$ cat config.mk
export PLATFORM = sky130hd
export DESIGN_NAME = cc_comparator_side_tracker
export DESIGN_NICKNAME = d
export VERILOG_FILES = /design/src/rtl/cc_comparator_side_tracker.sv
export SDC_FILE = /design/constraint.sdc
export NUM_CORES = 1
export LEC_CHECK = 0
export ABC_CLOCK_PERIOD_IN_PS = 1300
export CORE_MARGIN = 3
export CORE_UTILIZATION = 20
export CTS_CLUSTER_DIAMETER = 40
export CTS_CLUSTER_SIZE = 10
export DETAILED_ROUTE_END_ITERATION = 12
export PLACE_DENSITY = 0.92
export REMOVE_ABC_BUFFERS = 1
export SYNTH_ARGS = -nofsm -noshare
export SYNTH_HDL_FRONTEND = slang
export SYNTH_SLANG_ARGS = --single-unit
export TNS_END_PERCENT = 5
$ cat constraint.sdc
create_clock -name CC_COMPARATOR_SIDE_TRACKER_CLOCK_50 -period 1.3 [get_ports CC_COMPARATOR_SIDE_TRACKER_CLOCK_50]
set_input_delay 0.26 -clock CC_COMPARATOR_SIDE_TRACKER_CLOCK_50 [delete_from_list [all_inputs] [get_ports CC_COMPARATOR_SIDE_TRACKER_CLOCK_50]]
set_output_delay 0.26 -clock CC_COMPARATOR_SIDE_TRACKER_CLOCK_50 [all_outputs]
set_load 0.005 [all_outputs]
$ cat src/rtl/cc_comparator_side_tracker.sv
// Frog side-edge tracker.
// ORs NROWS matrix rows into a column-occupancy vector. Classifies the Frog as
// empty, right edge, left edge or middle. Tracks how long it dwells at an edge
// and emits edge-entry pulses plus an edge-hold flag.
// Optional feature macro: CC_COMPARATOR_SIDE_TRACKER_COLUMN_EN adds a registered
// lowest-occupied-column index output.
module cc_comparator_side_tracker #(
  parameter int unsigned DATAWIDTH_BUS = 8,
  parameter int unsigned NROWS         = 14,
  parameter int unsigned DWELL_CYCLES  = 3
) (
  input  logic                             CC_COMPARATOR_SIDE_TRACKER_CLOCK_50,
  input  logic                             CC_COMPARATOR_SIDE_TRACKER_RESET_InHigh,
  input  logic                             CC_COMPARATOR_SIDE_TRACKER_SAMPLE_InHigh,
  input  logic                             CC_COMPARATOR_SIDE_TRACKER_CLEAR_InHigh,
  input  logic [NROWS*DATAWIDTH_BUS-1:0]   CC_COMPARATOR_SIDE_TRACKER_ROWS_In_Bus,
  output logic [1:0]                       CC_COMPARATOR_SIDE_TRACKER_LOCATION_Out_Bus,
  output logic                             CC_COMPARATOR_SIDE_TRACKER_ENTER_RIGHT_Out,
  output logic                             CC_COMPARATOR_SIDE_TRACKER_ENTER_LEFT_Out,
`ifdef CC_COMPARATOR_SIDE_TRACKER_COLUMN_EN
  output logic [$clog2(DATAWIDTH_BUS)-1:0] CC_COMPARATOR_SIDE_TRACKER_COLUMN_Out_Bus,
`endif
  output logic                             CC_COMPARATOR_SIDE_TRACKER_HOLD_Out
);

  localparam int unsigned W   = DATAWIDTH_BUS;
  localparam int unsigned CW  = $clog2(DWELL_CYCLES + 1);
  localparam int unsigned CLW = $clog2(DATAWIDTH_BUS);

  localparam logic [W-1:0]  OCC_RIGHT = W'(1);
  localparam logic [W-1:0]  OCC_LEFT  = W'(1) << (W - 1);
  localparam logic [CW-1:0] DWELL_MAX = CW'(DWELL_CYCLES);
  localparam logic [CW-1:0] CNT_ONE   = CW'(1);

  // Encoding doubles as the LOCATION code.
  typedef enum logic [1:0] {
    S_EMPTY  = 2'b00,
    S_RIGHT  = 2'b01,
    S_LEFT   = 2'b10,
    S_MIDDLE = 2'b11
  } state_t;

  state_t          state_q;
  logic [CW-1:0]   cnt_q;
  logic            enter_right_q;
  logic            enter_left_q;
  logic            hold_q;

  logic [W-1:0]    occ;
  state_t          cls;
  logic            cls_is_edge;
  logic [CW-1:0]   cnt_d;
  logic [CLW-1:0]  col_d;

  // Column occupancy: OR of every row.
  always_comb begin
    occ = '0;
    for (int r = 0; r < int'(NROWS); r++) begin
      occ = occ | CC_COMPARATOR_SIDE_TRACKER_ROWS_In_Bus[r*W +: W];
    end
  end

  // Classify occupancy; a lone bit 0 is the right edge, a lone MSB the left edge.
  always_comb begin
    cls = S_MIDDLE;
    if (occ == '0) begin
      cls = S_EMPTY;
    end else if (occ == OCC_RIGHT) begin
      cls = S_RIGHT;
    end else if (occ == OCC_LEFT) begin
      cls = S_LEFT;
    end
    cls_is_edge = (cls == S_RIGHT) || (cls == S_LEFT);
  end

  // Next dwell count: saturating increment at the same edge, reload on a new edge.
  always_comb begin
    cnt_d = '0;
    if (cls_is_edge) begin
      if (cls == state_q) begin
        cnt_d = (cnt_q == DWELL_MAX) ? DWELL_MAX : cnt_q + CNT_ONE;
      end else begin
        cnt_d = CNT_ONE;
      end
    end
  end

  // Index of lowest occupied column, 0 when empty.
  always_comb begin
    col_d = '0;
    for (int i = int'(W) - 1; i >= 0; i--) begin
      if (occ[i]) begin
        col_d = CLW'(i);
      end
    end
  end

  // Tracker FSM with registered outputs; CLEAR beats SAMPLE.
  always_ff @(posedge CC_COMPARATOR_SIDE_TRACKER_CLOCK_50 or
              posedge CC_COMPARATOR_SIDE_TRACKER_RESET_InHigh) begin
    if (CC_COMPARATOR_SIDE_TRACKER_RESET_InHigh) begin
      state_q       <= S_EMPTY;
      cnt_q         <= '0;
      enter_right_q <= 1'b0;
      enter_left_q  <= 1'b0;
      hold_q        <= 1'b0;
    end else if (CC_COMPARATOR_SIDE_TRACKER_CLEAR_InHigh) begin
      state_q       <= S_EMPTY;
      cnt_q         <= '0;
      enter_right_q <= 1'b0;
      enter_left_q  <= 1'b0;
      hold_q        <= 1'b0;
    end else if (CC_COMPARATOR_SIDE_TRACKER_SAMPLE_InHigh) begin
      state_q       <= cls;
      cnt_q         <= cnt_d;
      enter_right_q <= (cls == S_RIGHT) && (state_q != S_RIGHT);
      enter_left_q  <= (cls == S_LEFT) && (state_q != S_LEFT);
      hold_q        <= (cnt_d == DWELL_MAX);
    end else begin
      enter_right_q <= 1'b0;
      enter_left_q  <= 1'b0;
    end
  end

`ifdef CC_COMPARATOR_SIDE_TRACKER_COLUMN_EN
  logic [CLW-1:0] col_q;

  // Column index follows the same reset/clear/sample rules as LOCATION.
  always_ff @(posedge CC_COMPARATOR_SIDE_TRACKER_CLOCK_50 or
              posedge CC_COMPARATOR_SIDE_TRACKER_RESET_InHigh) begin
    if (CC_COMPARATOR_SIDE_TRACKER_RESET_InHigh) begin
      col_q <= '0;
    end else if (CC_COMPARATOR_SIDE_TRACKER_CLEAR_InHigh) begin
      col_q <= '0;
    end else if (CC_COMPARATOR_SIDE_TRACKER_SAMPLE_InHigh) begin
      col_q <= col_d;
    end
  end

  assign CC_COMPARATOR_SIDE_TRACKER_COLUMN_Out_Bus = col_q;
`else
  logic unused_col;
  assign unused_col = ^col_d;
`endif

  assign CC_COMPARATOR_SIDE_TRACKER_LOCATION_Out_Bus = state_q;
  assign CC_COMPARATOR_SIDE_TRACKER_ENTER_RIGHT_Out  = enter_right_q;
  assign CC_COMPARATOR_SIDE_TRACKER_ENTER_LEFT_Out   = enter_left_q;
  assign CC_COMPARATOR_SIDE_TRACKER_HOLD_Out         = hold_q;

endmodule

======== Word-level counts from Yosys, hierarchy flattened ========
Index checks and enable logic that the tools add are counted.
operators by class
  bitwise gates (word level) .............. 13
  equality and inequality tests ........... 9
  muxes and demuxes ....................... 16
  reduce and logical (&&, ||, !) cells .... 5
  add/sub/neg operators ................... 1
operator list
  kind                                                                      count
  8-bit OR                                                                  13
  2-bit 2-to-1 mux                                                          9
  8-bit by 1-bit == test with 1-bit output (second input constant)          1
  8-bit == test (second input constant)                                     1
  8-bit logical NOT                                                         1
  1-bit 2-to-1 mux                                                          7
  2-bit == test (second input constant)                                     3
  2-bit by 1-bit adder with 2-bit output (second input constant)            1
  2-bit by 1-bit == test with 1-bit output (second input constant)          1
  2-bit == test                                                             1
  1-bit logical AND                                                         2
  2-bit by 1-bit inequality test with 1-bit output (second input constant)  1
  2-bit inequality test (second input constant)                             1
  2-bit nonzero test                                                        1
  1-bit logical OR                                                          1
storage, ports and cells
  bits in registers ....................... 7
  output and inout port bits .............. 5
  bits of input ports ..................... 116
  word-level logic and storage cells ...... 49

======== Longest topological paths before layout ========
Gate-level depths: netlist (run 1).
  word-level depth ........................ 23
  gate-level depth with buffers ........... 9
  depth with buffers taken out ............ 9

======== Least setup slack after synthesis (run 1) ========
OpenSTA, ideal clock, no wires.
  kind .................................... in2reg
  from .................................... in CC_COMPARATOR_SIDE_TRACKER_ROWS_In_Bus[91]
  to ...................................... reg cnt_q[1]
  data required time ...................... 1223 ps
  stages .................................. 9
  arrival time ............................ 1880 ps
  setup slack ............................. -658 ps
  library setup time ...................... 77 ps
  path buffers ............................ 0
  cell sequence ........................... nor4_1 -> nand4_1 -> nor4_4 -> nand2_1 -> nor2_1 -> ha_1 -> a21oi_1 -> o21ai_0 -> a21oi_1
between the ends
  longest elaborated chain between the ends .. 12
  elaborated cells between the ends (all ways) .. 17
  classes of those cells .................. 5 x eq/ne; 7 x mux; 3 x bitwise; 2 x reduce/logical
RTL lines
  item                                                  RTL line  text
  from (decl)                                           16        input logic [NROWS*DATAWIDTH_BUS-1:0] CC_COMPARATOR_SIDE_TRACKER_ROWS_In_Bus,
  8-bit OR * (3 in series)                              59        occ = occ | CC_COMPARATOR_SIDE_TRACKER_ROWS_In_Bus[r*W +: W];
  8-bit == test                                         70        end else if (occ == OCC_LEFT) begin
  1-bit 2-to-1 mux                                      70
  2-bit 2-to-1 mux                                      68        end else if (occ == OCC_RIGHT) begin
  2-bit 2-to-1 mux *                                    66        if (occ == '0) begin
  2-bit == test (tied with other cells)                 80        if (cls == state_q) begin
  2-bit 2-to-1 mux or 1-bit logical OR (tied branches)  80, 73
  2-bit 2-to-1 mux *                                    79        if (cls_is_edge) begin
  2-bit 2-to-1 mux *                                    113       end else if (CC_COMPARATOR_SIDE_TRACKER_SAMPLE_InHigh) begin
  2-bit 2-to-1 mux *                                    107       end else if (CC_COMPARATOR_SIDE_TRACKER_CLEAR_InHigh) begin
  to (signal assigned)                                  115       cnt_q <= cnt_d;
  to (decl)                                             44        logic [CW-1:0] cnt_q;
Mark *: on every way between the ends. The rest lies on a longest branch, timed or not. The select of a mux whose other input is x is not followed.
A chain may end at the register's enable or synchronous reset.

======== Final worst setup path (run 1) ========
  from .................................... in CC_COMPARATOR_SIDE_TRACKER_ROWS_In_Bus[31]
  to ...................................... reg cnt_q[0]
between the ends
  longest elaborated chain between the ends .. 20
  elaborated cells between the ends (all ways) .. 25
  classes of those cells .................. 5 x eq/ne; 7 x mux; 11 x bitwise; 2 x reduce/logical
RTL lines
  item                                                  RTL line
  8-bit OR * (11 in series)                             59
  8-bit == test                                         70
  1-bit 2-to-1 mux                                      70
  2-bit 2-to-1 mux                                      68
  2-bit 2-to-1 mux *                                    66
  2-bit == test (tied with other cells)                 80
  2-bit 2-to-1 mux or 1-bit logical OR (tied branches)  80, 73
  2-bit 2-to-1 mux *                                    79
  2-bit 2-to-1 mux *                                    113
  2-bit 2-to-1 mux *                                    107
Marks and branches as above.

==> results.txt, run 1 <==
The flow ran to the end, but the final reports show violations. The checks that failed: setup timing. No sink is reached through more buffers than the 2 on the longest clock path. The number of global-route vias before repair came out at about 1400. The synthesis warning total is 0.

The total grt overflow is 0. Of the post-synthesis cell area, the dominant cell type holds 0.276. The antenna diode instance count came out at 0. For this run, the share of the core covered by cells in the final layout is 0.687.

The average instance in the mapped netlist occupies 7.75 sq um. The max-capacitance violation count is 0. The count of placed standard cells in the final layout, fillers left out came out at ~260. The detailed-route DRC error count is 0. The die covers roughly 3900 sq um.

The sequential share of power is 0.289. The number of failing hold endpoints at the final stage is 0. The share of layout cells above drive strength 1 is 0.486.

The number of clock sinks came out at 7. The slowest stage of the critical path is the sky130_fd_sc_hd__clkdlybuf4s50_1 cell. Across all setup checks in the final design, the least slack found is -452 ps. The number of antenna violations at the first check in global routing came out at 0. TritonCTS built the clock tree.

The met3 capacity usage during global routing came out at 0.0504. Setup repair after global routing could not meet its margin everywhere. The pre-antenna-repair detailed-routing pass consisted of 4 iterations. The pin count of the biggest net entering global routing is 8. The part of the Yosys area used for sequential elements came out at 0.276. The maximum resistive drop on vdd came out at 257 uV. The switching fraction of total power is 0.272. The maximum clock skew at final layout is 1.42 ps. Ranked by total cell area, the synthesized netlist is headed by sky130_fd_sc_hd__dfrtp_1 28%, sky130_fd_sc_hd__nor4_1 25%, sky130_fd_sc_hd__nand4_1 6.9%, sky130_fd_sc_hd__nor2_1 5.3%, sky130_fd_sc_hd__ha_1 3.9%. The CTS root buffer is sky130_fd_sc_hd__clkbuf_4. During I/O placement, the number of pins put on the boundary was between 100 and 150. The clock-pin slew reported for the worst setup and hold paths after clock tree synthesis came out at 50 ps. In the final routed layout, each cell accounts on average for 15.3 um. In this design, the largest share of critical-path delay is due to simple AND/OR/NAND/NOR gates. Counting the fill cells in the layout gives 268. The min-delay analysis places its worst path in the category in2async.

The core region is 2900 sq um. The first global-routing pass estimated roughly 6400 um of wire. The part of the total power dissipated in the clock network is 0.258. The area of the mapped netlist came out at 636 sq um. The starting utilization of the core area is 0.219.

By startpoint and endpoint, the worst setup path is classified as in2reg. The max-slew violation count is 0. The clock period minus final worst setup slack is 1750 ps. The die is 62.4 um wide. The count of flip-flops with a built-in enable after synthesis is 0. The final clock period utilization by the worst path came out at 1.35.

The largest stage delay on the critical path is 400 ps. In this run the vertical extent of the chip is 62.4 um. The post-placement cell count came out at between 200 and 300. The number of distinct library cell variants in the gate-level netlist after synthesis came out at 23.

STA classifies the critical path endpoint as a flip-flop. Of all cell types, the one taking the most synthesized area is sky130_fd_sc_hd__dfrtp_1. For this run, global-route usage on met2 was measured as 0.376.

The sum of negative setup slack is -2230 ps. The most utilized layer in the global route result is met2. For this run, the post-layout net count is 339.

The number of port buffers came out at 120. The data arrival time of the critical path is about 1900 ps. For the worst-skew pair, the clock arrives at the later sink with an insertion delay of 260 ps. STA puts the critical path data required time at 1440 ps. For this design the total switching power over the nets is between 0.2 and 0.25 mW. The timing-limited maximum frequency came out at 571 MHz. The final design area excluding fillers came out at 1990 sq um.

The most common cell in the netlist is sky130_fd_sc_hd__nor4_1. For the pin with the worst max-slew slack, the measured transition is 267 ps. The number of DRC violations after detailed-routing iteration 0 came out at 16.

The most used flip-flop cell after synthesis is sky130_fd_sc_hd__dfrtp_1. The internal power of the cells came out at 0.572 mW. The static leakage is 0.969 nW. The relative area change from synthesis to final layout came out at 214%. The sum of buffers and inverters on the critical path came out at 2. The total vias in the final route is 1287. The final wirelength came out at 4020 um. The number of H-tree branching levels came out at 1. The placer congestion estimate came out at 0.787. Traced cell by cell, the critical path runs through clkdlybuf4s50_1 -> nor4_1 -> nand4_1 -> buf_6 -> nor3_4 -> a21oi_2 -> nand4b_1 -> o221a_1. In this run the worst path has a maximum fanout of 3. The combinational share of power is 0.453. After legalization and detailed placement, the total HPWL measured 3190 um. The area of placed instances came out at approximately 2000 sq um. Setup violations remaining at the end of the flow were counted as 7.

The commonest cells after synthesis are 25 x sky130_fd_sc_hd__nor4_1, 9 x sky130_fd_sc_hd__nor2_1, 7 x sky130_fd_sc_hd__dfrtp_1, 7 x sky130_fd_sc_hd__nand4_1, 5 x sky130_fd_sc_hd__nand2_1. The total clock buffers created by CTS is 3. The worst setup path is launched from an input pin. The met1 capacity usage during global routing came out at 0.212. The post-route antenna net violation count is 0. The fraction of registers with async set or reset after synthesis came out at 1.00. The floorplan has 19 rows. In this run the tightest slew margin relative to its limit is 0.822.

The number of cells produced by synthesis is 82. The overall track demand over capacity in global routing is 0.202. The cell area power density came out at 394 nW/um^2. The per-cell via count in the routed design came out at 4.91.

The register bit count reported by yosys is 7.
==> through the flow <==
stage               hold slack (ps)  total power, mW  setup WS, ps
finish                          236            0.785          -452
detailed placement              478            0.655         -1160
floorplan                      63.4            0.272          -658
CTS                             253            0.781          -435
global route                    271            0.828          -520
global placement                475            0.646         -1110
==> power by group through the flow <==
stage / logic, mW / registers, mW / clock network [mW]
floorplan: 0.0378 / 0.234 / 0
global placement: 0.415 / 0.231 / 0
detailed placement: 0.424 / 0.231 / 0
CTS: 0.351 / 0.227 / 0.203
global route: 0.381 / 0.228 / 0.219
finish: 0.355 / 0.227 / 0.203
==> sequential cells by signal (all words and copies together) (netlist names) <==
register and flops:
CC_COMPARATOR_SIDE_TRACKER_ENTER_LEFT_Out 1, CC_COMPARATOR_SIDE_TRACKER_ENTER_RIGHT_Out 1, CC_COMPARATOR_SIDE_TRACKER_HOLD_Out 1, CC_COMPARATOR_SIDE_TRACKER_LOCATION_Out_Bus 2
cnt_q 2
==> cells in the final DEF, fill, tap and decap left out, types with 2 or more instances in the layout <==
master,Yosys,final
sky130_fd_sc_hd__a211oi_1,2,2
sky130_fd_sc_hd__a21oi_2,0,2
sky130_fd_sc_hd__buf_2,0,24
sky130_fd_sc_hd__buf_4,0,13
sky130_fd_sc_hd__buf_6,0,8
sky130_fd_sc_hd__clkbuf_2,0,26
sky130_fd_sc_hd__clkbuf_4,0,3
sky130_fd_sc_hd__clkdlybuf4s15_1,0,18
sky130_fd_sc_hd__clkdlybuf4s50_1,0,11
sky130_fd_sc_hd__dfrtp_1,7,7
sky130_fd_sc_hd__dlygate4sd2_1,0,30
sky130_fd_sc_hd__dlymetal6s2s_1,0,5
sky130_fd_sc_hd__inv_1,4,3
sky130_fd_sc_hd__nand2_1,5,3
sky130_fd_sc_hd__nand3_1,2,2
sky130_fd_sc_hd__nand4_1,7,7
sky130_fd_sc_hd__nor2_1,9,8
sky130_fd_sc_hd__nor3_4,0,2
sky130_fd_sc_hd__nor4_1,25,6
sky130_fd_sc_hd__nor4_2,1,16
sky130_fd_sc_hd__nor4_4,1,5
==> routing by layer <==
metal | wire (um) | vias to the layer above | part of all wire
li1 | - | 613 | -
met1 | 1370 | 577 | 0.34
met2 | 2160 | 82 | 0.54
met3 | 332 | 15 | 0.083
met4 | 154 | 0 | 0.038
met5 | 0 | - | 0
==> final timing paths <==
check	cells after the start	startpoint	endpoint	slack, ps
setup reg to reg	4	CC_COMPARATOR_SIDE_TRACKER_LOCATION_Out_Bus[0]	cnt_q[0]	210
hold reg to reg	2	CC_COMPARATOR_SIDE_TRACKER_HOLD_Out	CC_COMPARATOR_SIDE_TRACKER_HOLD_Out	480
min in group CC_COMPARATOR_SIDE_TRACKER_CLOCK_50	2	CC_COMPARATOR_SIDE_TRACKER_HOLD_Out	CC_COMPARATOR_SIDE_TRACKER_HOLD_Out	480
max in group asynchronous	2	CC_COMPARATOR_SIDE_TRACKER_RESET_InHigh	CC_COMPARATOR_SIDE_TRACKER_LOCATION_Out_Bus[1]	860
hold / removal	2	CC_COMPARATOR_SIDE_TRACKER_RESET_InHigh	CC_COMPARATOR_SIDE_TRACKER_HOLD_Out	240
setup / recovery	8	CC_COMPARATOR_SIDE_TRACKER_ROWS_In_Bus[31]	cnt_q[0]	-450
==> logic make-up (layout without fill, tap and decap cells) <==
kind of cell             after synthesis  in the layout  share of synthesized area
AO/OA/AOI/OAI                         11             11                      0.118
flip-flops                             7              7                      0.276
buffers and inverters                  5            143                     0.0295
adder cells (fa/ha/maj)                2              2                     0.0394
AND/OR/NAND/NOR                       57             57                      0.537
==> final cells by class <==
| type | count | area (sq um) | share of cell area |
|---|---|---|---|
| timing repair buffer | 135 | 1050 | 0.529 |
| multi-input combinational | 70 | 671 | 0.336 |
| sequential | 7 | 175 | 0.0879 |
| tap | 42 | 52.6 | 0.0264 |
| clock buffer | 4 | 26.3 | 0.0132 |
| inverter | 4 | 15.0 | 0.00753 |
==> timing repair <==
action,CTS,global route
setup buffers,4,0
hold endpoints to repair,0,0
hold buffers,0,0
gates resized for setup,230,70
endpoints found under the setup margin,12,7
pin swaps,46,34
(Power assumes the default switching activity.)
==> run 2, diff against run 1 <==
- CORE_ASPECT_RATIO: not set -> 0.7
- SLEW_MARGIN: not set -> 20
==> run 2 against run 1 <==
The flow still finishes with violations (setup timing). Highest routed layer unchanged. Register-to-register slack lost 50 ps. Critical path type unchanged. Sequential share of layout area is 0.38 points lower. Setup slack got worse by 58 ps. Clock power rose by 49%. Non-clock buffer count is 4 higher. Die area increased by 0.27%. Critical path depth is 4 higher. First-iteration DRC count grew to 2.6 times the previous value. Routed wire length increased by 19%. Clock skew decreased by 0.86 ps.
==> results.txt, run 2 (synthesis results as in run 1) <==
The minimum setup slack in the final design is -510 ps (was -452 ps). The overall track demand over capacity in global routing is 0.227 (was 0.202). The final-report setup violation count came out at 7 (unchanged).

The core area came out at 2920 sq um (was 2900 sq um). The number of inserted filler cells in the final layout came out at 223 (was 268). The power spent charging and discharging nets is 0.228 mW (was 0.214 mW). The number of H-tree branching levels came out at 1 (unchanged). The total vias in the final route was 1280 (was 1287).

The clock tree from TritonCTS is built (unchanged). The clock period minus final worst setup slack was 1810 ps (was 1750 ps). The die footprint came to 3900 sq um (was 3890 sq um). The first-pass GRT wire length was 6620 um (was 6350 um). The die span in y was 53.2 um (was 62.4 um). The sum of buffers and inverters on the critical path came to 5 (was 2).

The number of clock sinks came to 7 (unchanged). Unrepaired setup endpoints after global routing: true (unchanged). The kind of launch point of the worst setup path is an input pin (unchanged). The register-to-register setup slack is 160 ps (was 210 ps).

The post-cts hold buffer count came out at 0 (unchanged). Cell-by-cell listing of the critical path: clkdlybuf4s15_1 -> nor4_1 -> nand4_1 -> buf_4 -> nor2_2 -> nand2_1 -> nor2_4 -> buf_4 -> buf_6 -> inv_2 -> ha_2 -> o211a_1 (was clkdlybuf4s50_1 -> nor4_1 -> nand4_1 -> buf_6 -> nor3_4 -> a21oi_2 -> nand4b_1 -> o221a_1). The depth of the worst register-to-register path came out at 4 (unchanged).

The most numerous cell type found on the critical path is sky130_fd_sc_hd__buf_4. The number of placement rows is 16 (was 19). The maximum clock skew at final layout is 0.560 ps (was 1.42 ps). The critical path's slowest cell is sky130_fd_sc_hd__nor4_1 (was sky130_fd_sc_hd__clkdlybuf4s50_1).

The clock latency of the later-clocked register in the worst-skew pair came to 230 ps (was 260 ps). Run status: finished with violations (unchanged). The average detailed-routed wire length per instance came to 18.4 um (was 15.3 um). The area of placed instances is 1980 sq um (was 1970 sq um). The worst hold margin is 263 ps (was 236 ps). The endpoint of the worst register-to-register path was cnt_q[0] (unchanged). The CTS root buffer is sky130_fd_sc_hd__clkbuf_8 (was sky130_fd_sc_hd__clkbuf_4). The pin count of the biggest net entering global routing came out at 8 (unchanged). The detailed-placement wirelength estimate is 3660 um (was 3190 um). The x dimension of the die came out at 73.4 um (was 62.4 um).

The part of the total power dissipated in the clock network was 0.337 (was 0.258). The number of global-route vias before repair came out at 1447 (was 1406). The most common cell after layout, fill and taps aside is sky130_fd_sc_hd__buf_2 (was sky130_fd_sc_hd__dlygate4sd2_1). The number of failing hold endpoints at the final stage came out at 0 (unchanged). The data required time of the worst path came to 1410 ps (was 1440 ps). The largest stage delay on the critical path came out at 260 ps (was 400 ps).

The category of the worst setup path capture point was a flip-flop (unchanged). The classification of the worst setup path was in2reg (unchanged). The worst hold path class is in2async (unchanged). The gate family responsible for the most delay along the worst path is simple AND/OR/NAND/NOR gates (unchanged). Failing checks: setup timing (unchanged). The number of antenna violations at the first check in global routing was 0 (unchanged). The footprint of the multi-input gates came out at 683 sq um (was 671 sq um).

The clock-pin slew reported for the worst setup and hold paths after clock tree synthesis is 40 ps (was 50 ps). The final core utilization is 0.712 (was 0.687). The maximum root-to-sink buffer count came to 2 (unchanged).

The data arrival time of the critical path is 1920 ps (was 1900 ps). The switching fraction of total power was 0.253 (was 0.272). The total clock buffers created by CTS came out at 3 (unchanged). The timing-limited maximum frequency came out at 552 MHz (was 571 MHz). The register area was 175 sq um (unchanged).

The count of placed standard cells in the final layout, fillers left out is 260 (was 262). The placer congestion estimate came out at 0.807 (was 0.787). The launch point of the worst reg-to-reg path was CC_COMPARATOR_SIDE_TRACKER_LOCATION_Out_Bus[1] (was CC_COMPARATOR_SIDE_TRACKER_LOCATION_Out_Bus[0]). The remaining max-slew budget at the tightest pin came out at 0.779 (was 0.822). The total grt overflow came to 0 (unchanged). The final net count was 343 (was 339). The post-route antenna net violation count is 0 (unchanged). The max-capacitance violation count is 0 (unchanged).

The final clock period utilization by the worst path came out at 1.39 (was 1.35). The relative area change from synthesis to final layout is 228% (was 214%). The combinational share of power was 0.410 (was 0.453). The final wirelength is 4780 um (was 4020 um). The top-level port count is 121 (unchanged). The post-placement cell count is 250 (was 254). The internal power of the cells is 0.673 mW (was 0.572 mW). Commonest cells after routing, fill and taps aside: 33 x sky130_fd_sc_hd__buf_2, 27 x sky130_fd_sc_hd__dlygate4sd2_1, 21 x sky130_fd_sc_hd__clkdlybuf4s15_1 (was 30 x sky130_fd_sc_hd__dlygate4sd2_1, 26 x sky130_fd_sc_hd__clkbuf_2, 24 x sky130_fd_sc_hd__buf_2). The cell area power density came out at 433 nW/um^2 (was 394 nW/um^2). The antenna diode instance count is 0 (unchanged). The per-cell via count in the routed design is 4.92 (was 4.91).

The number of optimization iterations in the first detailed-route pass is 4 (unchanged). The sequential share of power is 0.253 (was 0.289). The detailed-route DRC error count is 0 (unchanged). The static leakage came to 0.971 nW (was 0.969 nW). The max-slew violation count came out at 0 (unchanged). The number of port buffers came out at 120 (unchanged).

The maximum resistive drop on vdd is 393 uV (was 257 uV). The final design area excluding fillers came out at 2080 sq um (was 1990 sq um). The actual transition at the worst max-transition pin came out at 330 ps (was 267 ps). The total design power came to 0.901 mW (was 0.785 mW). The number of DRC violations after detailed-routing iteration 0 is 41 (was 16).

The starting utilization of the core area came out at 0.217 (was 0.219). The maximum net fanout on the critical path is 2 (was 3). The share of layout cells above drive strength 1 is 0.513 (was 0.486).
run 2: cell count changes in the layout (fill, tap and decap cells not counted), sizes merged:
cell and delta:
dlymetal6s2s -1, buf +14, clkdlybuf4s15 +5, dlygate4sd2 -3
clkdlybuf4s50 +2, clkbuf -13
run 2: routing by layer:
metal	GRT usage	vias up	part of all wire
met5	0	-	0
met4	0.0542	0	0.016
met3	0.0417	8	0.072
met2	0.487	62	0.59
met1	0.220	592	0.32
li1	-	618	-
run 2: area by class of cell:
cell class | instances | share of cell area
Multi-Input combinational cell | 70 | 0.328
Inverter | 4 | 0.00841
Timing Repair Buffer | 139 | 0.536
Sequential cell | 7 | 0.0841
Tap cell | 36 | 0.0216
Clock buffer | 4 | 0.0216
run 2: per-stage QoR:
step | setup WS, ps | TNS, ps
after global placement | -1150 | -6900
after CTS | -511 | -2730
final | -510 | -2740
after detailed placement | -1240 | -7210
after global routing | -614 | -3460
after floorplan | -658 | -3020
run 2: repair_timing:
item,CTS,global route
pin swaps,47,30
gates resized for setup,261,45
setup endpoints to repair,12,7
buffers inserted,5,2
run 2: how the worst max path moves through the flow:
stage | endpoint | slack [ps] | startpoint | cells past startpoint
detailed placement | cnt_q[1] | -1240 | CC_COMPARATOR_SIDE_TRACKER_ROWS_In_Bus[92] | 10
floorplan | cnt_q[1] | -660 | CC_COMPARATOR_SIDE_TRACKER_ROWS_In_Bus[91] | 9
global placement | cnt_q[1] | -1150 | CC_COMPARATOR_SIDE_TRACKER_ROWS_In_Bus[58] | 10
finish | CC_COMPARATOR_SIDE_TRACKER_ENTER_LEFT_Out | -510 | CC_COMPARATOR_SIDE_TRACKER_ROWS_In_Bus[59] | 12
CTS | cnt_q[1] | -510 | CC_COMPARATOR_SIDE_TRACKER_ROWS_In_Bus[54] | 10
global route | cnt_q[0] | -610 | CC_COMPARATOR_SIDE_TRACKER_ROWS_In_Bus[84] | 9
run 2: power by group through the flow:
stage | clock (mW) | combinational, mW | sequential (mW)
global route | 0.320 | 0.395 | 0.229
global placement | 0 | 0.417 | 0.231
floorplan | 0 | 0.0378 | 0.234
detailed placement | 0 | 0.426 | 0.231
finish | 0.303 | 0.370 | 0.228
CTS | 0.307 | 0.353 | 0.228
==> run 3, diff against run 2 <==
- CORE_ASPECT_RATIO: 0.7 -> not set
- RECOVER_POWER: not set -> 50
- SLEW_MARGIN: 20 -> not set
==> run 3 against run 2 <==
The run still ends with setup timing left. Critical endpoint is now cnt_q[0]. Routed wire length shrank 16%. Utilization shrank 2.5 points. Sequential share of layout area grew 0.38 points. Power shrank 13%. Count of clock-buffer cells in the layout is the same. Cell count grew 0.77%. Sequential cell count is the same. Fmax grew 3.3%.
==> results.txt, run 3 (synthesis results as in run 1) <==
Run status: finished with violations (unchanged). Failing checks: setup timing (unchanged). The maximum net fanout on the critical path came to 3 (was 2). The number of H-tree branching levels is 1 (unchanged).

The pin count of the biggest net entering global routing came out at 8 (unchanged). The final design area excluding fillers is 1990 sq um (was 2080 sq um). The number of placement rows came out at 19 (was 16). The maximum root-to-sink buffer count came out at 2 (unchanged). The clock latency of the later-clocked register in the worst-skew pair is 260 ps (was 230 ps).

The detailed-route DRC error count is 0 (unchanged). The first-pass GRT wire length came out at 6350 um (was 6620 um). The number of clock sinks is 7 (unchanged). The share of layout cells above drive strength 1 was 0.486 (was 0.513). The CTS root buffer was sky130_fd_sc_hd__clkbuf_4 (was sky130_fd_sc_hd__clkbuf_8).

The die footprint came to 3890 sq um (was 3900 sq um). The number of port buffers is 120 (unchanged). The final-report setup violation count came out at 7 (unchanged).

The final wirelength is 4020 um (was 4780 um). The maximum clock skew at final layout came to 1.42 ps (was 0.560 ps). The relative area change from synthesis to final layout is 214% (was 228%). The number of optimization iterations in the first detailed-route pass is 4 (unchanged). The data arrival time of the critical path is 1900 ps (was 1920 ps).

The number of failing hold endpoints at the final stage came to 0 (unchanged). The core area came to 2900 sq um (was 2920 sq um). The static leakage came out at 0.969 nW (was 0.971 nW). The x dimension of the die came out at 62.4 um (was 73.4 um). The placer congestion estimate is 0.787 (was 0.807). The average detailed-routed wire length per instance is 15.3 um (was 18.4 um).

Commonest cells after routing, fill and taps aside: 30 x sky130_fd_sc_hd__dlygate4sd2_1, 26 x sky130_fd_sc_hd__clkbuf_2, 24 x sky130_fd_sc_hd__buf_2 (was 33 x sky130_fd_sc_hd__buf_2, 27 x sky130_fd_sc_hd__dlygate4sd2_1, 21 x sky130_fd_sc_hd__clkdlybuf4s15_1). The per-cell via count in the routed design came out at 4.91 (was 4.92). The cell area power density is 394 nW/um^2 (was 433 nW/um^2).

The kind of launch point of the worst setup path is an input pin (unchanged). The total clock buffers created by CTS came out at 3 (unchanged). The combinational share of power was 0.452 (was 0.410). The data required time of the worst path came out at 1440 ps (was 1410 ps). The max-capacitance violation count is 0 (unchanged). The internal power of the cells is 0.571 mW (was 0.673 mW). The clock period minus final worst setup slack is 1750 ps (was 1810 ps).

The maximum resistive drop on vdd is 257 uV (was 393 uV). The endpoint of the worst register-to-register path is cnt_q[0] (unchanged). The total vias in the final route came out at 1287 (was 1280). The starting utilization of the core area came to 0.219 (was 0.217). The final net count came to 339 (was 343). The most common cell after layout, fill and taps aside is sky130_fd_sc_hd__dlygate4sd2_1 (was sky130_fd_sc_hd__buf_2). The part of the total power dissipated in the clock network came to 0.258 (was 0.337). The max-slew violation count came out at 0 (unchanged). The overall track demand over capacity in global routing came to 0.202 (was 0.227). The number of antenna violations at the first check in global routing came out at 0 (unchanged).

The switching fraction of total power is 0.273 (was 0.253). The clock-pin slew reported for the worst setup and hold paths after clock tree synthesis came out at 50 ps (was 40 ps). The post-route antenna net violation count came to 0 (unchanged).

The detailed-placement wirelength estimate is 3190 um (was 3660 um). The remaining max-slew budget at the tightest pin came out at 0.822 (was 0.779). The actual transition at the worst max-transition pin is 267 ps (was 330 ps). The register-to-register setup slack came to 210 ps (was 160 ps). The final clock period utilization by the worst path is 1.35 (was 1.39).

The worst hold path class is in2async (unchanged). The clock tree from TritonCTS is built (unchanged). The number of DRC violations after detailed-routing iteration 0 came out at 16 (was 41). The power spent charging and discharging nets came out at 0.214 mW (was 0.228 mW).

The top-level port count came to 121 (unchanged). The launch point of the worst reg-to-reg path was CC_COMPARATOR_SIDE_TRACKER_LOCATION_Out_Bus[0] (was CC_COMPARATOR_SIDE_TRACKER_LOCATION_Out_Bus[1]). The area of placed instances is 1970 sq um (was 1980 sq um). The number of global-route vias before repair came out at 1406 (was 1447). The sum of negative setup slack came out at -2230 ps (was -2740 ps). The die span in y is 62.4 um (was 53.2 um).

The classification of the worst setup path was in2reg (unchanged). The minimum setup slack in the final design is -452 ps (was -510 ps). The depth of the worst register-to-register path is 4 (unchanged).

The antenna diode instance count is 0 (unchanged). The category of the worst setup path capture point was a flip-flop (unchanged). The total grt overflow came out at 0 (unchanged). The total design power came out at 0.785 mW (was 0.901 mW). Unrepaired setup endpoints after global routing: true (unchanged). The timing-limited maximum frequency was 571 MHz (was 552 MHz). The sequential share of power is 0.289 (was 0.253).
-- run 3: cell types whose count changed in the layout (fill, tap and decap cells not counted), moves of 2 or more --
cell                              before  now
sky130_fd_sc_hd__clkdlybuf4s15_1      21   18
sky130_fd_sc_hd__nor4_2               18   16
sky130_fd_sc_hd__nor4_1                4    6
sky130_fd_sc_hd__buf_6                11    8
sky130_fd_sc_hd__clkdlybuf4s15_2       2    0
sky130_fd_sc_hd__clkbuf_4              0    3
sky130_fd_sc_hd__clkbuf_2             13   26
sky130_fd_sc_hd__clkdlybuf4s50_1      13   10
sky130_fd_sc_hd__clkbuf_8              3    0
sky130_fd_sc_hd__buf_4                15   13
sky130_fd_sc_hd__buf_2                33   24
sky130_fd_sc_hd__dlygate4sd2_1        27   30
-- run 3: power by group through the flow --
stage	combinational [mW]	clock, mW	sequential, mW
5_1_grt	0.381	0.219	0.228
6_report	0.355	0.203	0.227
3_5_place_dp	0.424	0	0.231
4_1_cts	0.351	0.203	0.227
3_3_place_gp	0.415	0	0.231
2_1_floorplan	0.0378	0	0.234
-- run 3: worst max path at each step --
stage / start / endpoint / slack (ps) / depth (start not counted)
floorplan: CC_COMPARATOR_SIDE_TRACKER_ROWS_In_Bus[91] / cnt_q[1] / -660 / 9
global placement: CC_COMPARATOR_SIDE_TRACKER_ROWS_In_Bus[100] / cnt_q[1] / -1110 / 10
detailed placement: CC_COMPARATOR_SIDE_TRACKER_ROWS_In_Bus[93] / cnt_q[1] / -1160 / 10
CTS: CC_COMPARATOR_SIDE_TRACKER_ROWS_In_Bus[20] / cnt_q[1] / -440 / 10
global route: CC_COMPARATOR_SIDE_TRACKER_ROWS_In_Bus[70] / cnt_q[1] / -520 / 10
finish: CC_COMPARATOR_SIDE_TRACKER_ROWS_In_Bus[31] / cnt_q[0] / -450 / 8
-- run 3: cell type report --
class / instances / area [sq um]
clock buffers: 4 / 26.3
inverters: 4 / 15.0
flip-flops and latches: 7 / 175
repair buffers: 135 / 1050
fillers: 268 / 907
well taps: 42 / 52.6
multi-input cells: 70 / 671
-- run 3: routing by layer --
layer,GRT usage,part of all wire
met5,0,0
met4,0.0882,0.038
met3,0.0504,0.083
met2,0.376,0.54
met1,0.212,0.34
-- run 3: repair_timing --
item,in CTS,in global routing
endpoints found under the setup margin,12,7
hold buffers,0,0
pin swaps,46,34
buffers inserted,4,0
hold endpoints to repair,0,0
resized for setup,230,70
-- run 3: critical path, cell delays in order --
cell                              delay, ps
sky130_fd_sc_hd__clkdlybuf4s50_1        400
sky130_fd_sc_hd__nor4_1                 220
sky130_fd_sc_hd__nand4_1                140
sky130_fd_sc_hd__buf_6                  150
sky130_fd_sc_hd__nor3_4                 190
sky130_fd_sc_hd__a21oi_2                 80
sky130_fd_sc_hd__nand4b_1               210
sky130_fd_sc_hd__o221a_1                250
-- run 3: per-stage QoR --
| step | instances | hold slack (ps) | setup slack (ps) | utilization |
|---|---|---|---|---|
| floorplan | 81 | 63.4 | -658 | - |
| global placement | 254 | 475 | -1110 | 0.679 |
| detailed placement | 254 | 478 | -1160 | 0.679 |
| CTS | 262 | 253 | -435 | 0.692 |
| global route | 262 | 405 | -520 | 0.687 |
| finish | 262 | 373 | -452 | 0.687 |
